===== src/rtl/seg7_scan_decoder.sv =====
// Monitor for a multiplexed active-low 7-segment bus: settles, decodes and reassembles HH:MM.
// Optional macro SEG7_DP_CAPTURE_EN captures decimal points alongside digits.
module seg7_scan_decoder #(
  parameter int SETTLE_CYCLES  = 4,
  parameter int TIMEOUT_CYCLES = 2000000
) (
  input  logic       clk_i,
  input  logic       rst_i,
  input  logic [7:0] led7_an_i,
  input  logic [7:0] led7_seg_i,
  output logic [3:0] hr_left_o,
  output logic [3:0] hr_right_o,
  output logic [3:0] min_left_o,
  output logic [3:0] min_right_o,
  output logic [3:0] dp_o,
  output logic       frame_o,
  output logic       changed_o,
  output logic       decode_err_o,
  output logic       anode_err_o,
  output logic       stale_o
);

  localparam logic [7:0] SETTLE_N = 8'(SETTLE_CYCLES);
  localparam int TW = $clog2(TIMEOUT_CYCLES + 1);
  localparam logic [TW-1:0] TMAX = TW'(TIMEOUT_CYCLES);

  typedef enum logic [1:0] {IDLE, SETTLE, HOLD} state_e;

  state_e          state_q;
  logic [7:0]      cnt_q;
  logic [11:0]     prev_q;
  logic [3:0]      seen_q;
  logic [3:0][3:0] shadow_q;
  logic [3:0][3:0] dig_q;
  logic            multi_q;
  logic            cap_err_q;
  logic [TW-1:0]   tcnt_q;

  logic [3:0]  an_low;
  logic        multi, single, same, hold_same, cap, frame_rdy;
  logic [7:0]  seg_m;
  logic [11:0] cur;
  logic [1:0]  slot;
  logic [7:0]  cnt_n;
  logic [4:0]  dec;
  logic        unused_in;

  // Returns {err, digit}; input is the lit-segment vector g..a.
  function automatic logic [4:0] decode(input logic [6:0] lit);
    case (lit)
      7'b0111111: decode = 5'h00;
      7'b0000110: decode = 5'h01;
      7'b1011011: decode = 5'h02;
      7'b1001111: decode = 5'h03;
      7'b1100110: decode = 5'h04;
      7'b1101101: decode = 5'h05;
      7'b1111101: decode = 5'h06;
      7'b0000111: decode = 5'h07;
      7'b1111111: decode = 5'h08;
      7'b1101111: decode = 5'h09;
      7'b0000000: decode = 5'h0F;
      default:    decode = 5'h1E;
    endcase
  endfunction

  assign an_low = ~led7_an_i[3:0];
  assign multi  = (an_low & (an_low - 4'd1)) != 4'd0;
  assign single = (an_low != 4'd0) && !multi;

`ifdef SEG7_DP_CAPTURE_EN
  assign seg_m     = led7_seg_i;
  assign unused_in = ^led7_an_i[7:4];
`else
  // dp masked so a toggling point never disturbs digit settling
  assign seg_m     = {1'b1, led7_seg_i[6:0]};
  assign unused_in = ^{led7_an_i[7:4], led7_seg_i[7]};
`endif

  assign cur       = {led7_an_i[3:0], seg_m};
  assign same      = (cur == prev_q);
  assign dec       = decode(~led7_seg_i[6:0]);
  assign hold_same = (state_q == HOLD) && same;
  assign frame_rdy = (seen_q == 4'hF);

  always_comb begin
    slot = 2'd0;
    for (int i = 0; i < 4; i++)
      if (an_low[i]) slot = 2'(i);
  end

  always_comb begin
    cnt_n = 8'd1;
    if (state_q == SETTLE && same) cnt_n = cnt_q + 8'd1;
  end

  assign cap = single && !hold_same && (cnt_n >= SETTLE_N);

  always_ff @(posedge clk_i) begin
    if (!rst_i) begin
      state_q      <= IDLE;
      cnt_q        <= '0;
      prev_q       <= '1;
      seen_q       <= '0;
      shadow_q     <= {4{4'hF}};
      dig_q        <= {4{4'hF}};
      multi_q      <= 1'b0;
      cap_err_q    <= 1'b0;
      tcnt_q       <= '0;
      frame_o      <= 1'b0;
      changed_o    <= 1'b0;
      decode_err_o <= 1'b0;
      anode_err_o  <= 1'b0;
      stale_o      <= 1'b1;
    end else begin
      prev_q      <= cur;
      multi_q     <= multi;
      anode_err_o <= multi & ~multi_q;

      if (!single) begin
        state_q <= IDLE;
        cnt_q   <= '0;
      end else if (!hold_same) begin
        if (cap) begin
          state_q <= HOLD;
          cnt_q   <= '0;
        end else begin
          state_q <= SETTLE;
          cnt_q   <= cnt_n;
        end
      end

      // error pulse delayed one edge so it lines up with the frame outputs
      cap_err_q    <= cap & dec[4];
      decode_err_o <= cap_err_q;
      if (cap) shadow_q[slot] <= dec[3:0];
      seen_q <= (frame_rdy ? 4'h0 : seen_q) | (cap ? an_low : 4'h0);

      frame_o   <= frame_rdy;
      changed_o <= frame_rdy && (shadow_q != dig_q);
      if (frame_rdy) dig_q <= shadow_q;

      if (frame_rdy) begin
        tcnt_q  <= '0;
        stale_o <= 1'b0;
      end else if (tcnt_q != TMAX) begin
        tcnt_q <= tcnt_q + 1'b1;
        if (tcnt_q == TMAX - 1'b1) stale_o <= 1'b1;
      end
    end
  end

`ifdef SEG7_DP_CAPTURE_EN
  logic [3:0] dp_sh_q, dp_q;
  always_ff @(posedge clk_i) begin
    if (!rst_i) begin
      dp_sh_q <= '0;
      dp_q    <= '0;
    end else begin
      if (cap) dp_sh_q[slot] <= ~led7_seg_i[7];
      if (frame_rdy) dp_q <= dp_sh_q;
    end
  end
  assign dp_o = dp_q;
`else
  assign dp_o = 4'b0000;
`endif

  assign hr_left_o   = dig_q[3];
  assign hr_right_o  = dig_q[2];
  assign min_left_o  = dig_q[1];
  assign min_right_o = dig_q[0];

endmodule


===== config.mk =====
export PLATFORM = sky130hd
export DESIGN_NAME = seg7_scan_decoder
export DESIGN_NICKNAME = d
export VERILOG_FILES = /design/src/rtl/seg7_scan_decoder.sv
export SDC_FILE = /design/constraint.sdc
export NUM_CORES = 1
export LEC_CHECK = 0
export CAP_MARGIN = 20
export CORE_MARGIN = 5
export CORE_UTILIZATION = 30
export DETAILED_ROUTE_END_ITERATION = 7
export PLACE_DENSITY = 0.45
export SLEW_MARGIN = 5
export SYNTH_ARGS = -nofsm -noshare
export SYNTH_HDL_FRONTEND = slang
export SYNTH_SLANG_ARGS = --single-unit

===== constraint.sdc =====
create_clock -name clk_i -period 3.8 [get_ports clk_i]
set_clock_uncertainty 0.2 [all_clocks]
set_input_delay 0.76 -clock clk_i [delete_from_list [all_inputs] [get_ports clk_i]]
set_output_delay 0.76 -clock clk_i [all_outputs]
set_load 0.005 [all_outputs]

==> results.md <==
- Yosys warning count: 0
- CP Launch Type: primary input
- Worst-path clk slew: 0.06 ns
- Library cells used by synthesis: 50
- Final GP Congestion: 0.764
- Setup-failing EPs final: 0
- Max H-tree Level: 3
- Setup TNS: 0 ns
- CP peak stage delay: between 0.6 and 0.7 ns
- PwrDens: 418 nW/um^2
- Measured slew at the worst slew-check pin: roughly 0.73 ns
- Port bufs: 33
- Vias per std cell: 4.69
- Fin nets: 493
- Synth Area in Adders: 1.26%
- Global-route wire length before repair: 14200 um
- Worst-path maximum fanout: 8
- Layout area overhead: 22.5%
- Worst vdd ir: 178 uV
- Endpoints failing hold: 0
- Cell Area, Synth: 3790 sq um
- Post-synthesis register bit count: between 80 and 90
- CTS max path bufs: 2
- Cell row count: 41
- Vias in the first global route: 2827
- Crit. End Element: register
- R2R Setup Slk: 1.14 ns
- Largest net degree at the start of global routing: 23
- Worst-path cell chain: clkdlybuf4s50_1 > xor2_1 > nor3_1 > nand4_2 > or4b_1 > nor3b_4 > mux2i_1
- Kind of critical path: primary input to register
- Leakage power: about 0.0017 uW
- First drt pass iteration count: 4
- Die Span X: 122 um
- I/O pins: 43
- # Post-CTS Setup Buffers: 0
- RSZ-0062 raised after global routing: no
- CTS tree: yes
- Slowest library cell on the worst path: or4b_1
- Drt wl/cell: between 10 and 15 um
- CP Buf/Inv Count: 1
- Worst Path Required: 3.86 ns
- HPWL Detailed: between 5000 and 6000 um
- Period utilization: 84.6%
- Final min period: between 3 and 4 ns
- Layout cells sized above 1: 7.77%
- Routed WL: 8290 um
- Final ANT Viol Nets: 0
- DR vias: slightly above 3000
- Max Cap Viol: 0
- Commonest non-fill, non-tap cell in the layout: dfxtp_1
- Post-synthesis xor/xnor area fraction: a little under a tenth
- Worst-skew pair later-pin latency: 0.33 ns
- Cell taking the most area after synthesis: dfxtp_1
- Fillers: 1308
- Starting Density: 30.3%
- Largest family of logic cells by synthesized area: simple AND/OR/NAND/NOR gates
- Compound-cell area share of the yosys netlist: 8.13%
- Worst slew margin: 51.0%
- Clock root cell: clkbuf_16
- Synth Area per Inst: 8.67 sq um
- # diodes: 0
- EDFF count, synth: 0
- Commonest cells after routing, fill and taps aside: dfxtp_1, nand2_1, nor2_1
- Post-synthesis simple-gate area fraction: around 28%
- Initial antenna violation count: 0
- Setup WS pre-CTS: 0.211 ns
- Post-CTS Resized: 0
- Core Util, Final: about 37%
- 1st-iter DRT viols: 119
- CP arrival: between 3 and 4 ns
- Die H: 122 um
- GRT Overall Usage: about an eighth
- Top post-synthesis cells by area: dfxtp_1, xnor2_1, nand2_1
- Ys async rst share: 0%
- Hold-fix buffers, CTS: 0
- Sink Count: 85
- Proportion of synthesized area in mux cells: 3.70%
- Hold Crit Class: register to register
- Num CTS Buffers: 9
- Drt drc: 0
- Cell count after synthesis: 437
- Crit path max-delay family: simple AND/OR/NAND/NOR gates
- Grt ovf: 0
- Final max-slew violation count: 0
- Max Fclk: around 310 MHz
- Share of the yosys chip area belonging to registers: approximately 45%
- Status: completed
- Yosys top cell area share: 44.9%
- Die area: 15000 sq um
- Ys flop type: dfxtp_1
- PnR worst setup slack: between 0.5 and 0.6 ns
- Core area: between 10000 and 15000 sq um
cells by family after synthesis:
family                   count (synthesis)
flip-flops                              85
other                                    1
AND/OR/NAND/NOR                        205
multiplexers                            14
buffers and inverters                   36
AO/OA/AOI/OAI                           52
adder cells (fa/ha/maj)                  4
XOR/XNOR                                40
registers in the layout, summed over array words and instances, names as in the netlist:
signal / flops
changed_o: 1
anode_err_o: 1
seen_q: 4
min_left_o: 4
min_right_o: 4
multi_q: 1
prev_q: 11
decode_err_o: 1
hr_right_o: 4
stale_o: 1
tcnt_q: 21
state_q: 2
shadow_q: 16
frame_o: 1
cnt_q: 8
cap_err_q: 1
hr_left_o: 4
area by class of cell:
type | instances | area (sq um) | share of cell area (%)
clock inverter | 5 | 85.1 | 1.83
clock buffer | 10 | 229 | 4.93
sequential | 85 | 1700 | 36.7
multi-input combinational | 319 | 1940 | 41.7
inverter | 10 | 37.5 | 0.809
timing repair buffer | 47 | 435 | 9.38
tap | 172 | 215 | 4.64
routing by layer:
| metal | share of wire [%] | vias up | track usage [%] |
|---|---|---|---|
| li1 | - | 1567 | - |
| met1 | 49 | 1418 | 15.9 |
| met2 | 47 | 44 | 18.1 |
| met3 | 2.7 | 12 | 2.90 |
| met4 | 1.8 | 0 | 4.83 |
| met5 | 0 | - | 0 |
per-stage QoR:
stage	cell area [sq um]	std cells	hold slack, ns	power [uW]
floorplan	3800	440	0.167	995
global placement	4330	633	0.178	1030
detailed placement	4330	633	0.175	1030
CTS	4640	648	0.184	1980
global route	4640	648	0.221	2020
finish	4640	648	0.184	1940
power breakdown:
part,internal (uW),switching (uW)
Clock,576,355
Sequential,903,6.50
Combinational,43.4,57.4
Total,1520,418
cells in the mapped netlist, types with 2 or more instances:
cell	instances
dfxtp_1	85
nand2_1	49
nor2_1	39
nand3_1	27
xnor2_1	22
a21oi_1	20
clkbuf_1	18
xor2_1	18
o21ai_0	16
nor3_1	15
mux2i_1	14
nand2b_1	13
nand4_1	13
inv_1	10
and2_1	9
or3_1	9
buf_4	4
nor4b_1	4
and3_1	3
and4_1	3
ha_1	3
nand3b_1	3
nor2b_1	3
a2111oi_0	2
a31oi_1	2
a32oi_1	2
buf_2	2
nor2_2	2
nor4_1	2
nor4_2	2
o21a_1	2
o22ai_1	2
or4_1	2
path summary, 6_finish.rpt:
check	start	end	depth (start not counted)
setup / recovery	led7_an_i[3]	shadow_q[9]$_SDFFE_PN1P_	7
hold / removal	multi_q$_SDFF_PN0_	anode_err_o$_SDFF_PN0_	1
setup reg to reg	cnt_q[1]$_SDFFE_PN0N_	shadow_q[9]$_SDFFE_PN1P_	7
hold reg to reg	multi_q$_SDFF_PN0_	anode_err_o$_SDFF_PN0_	1
Note: power is estimated with default switching activity, not from simulation.
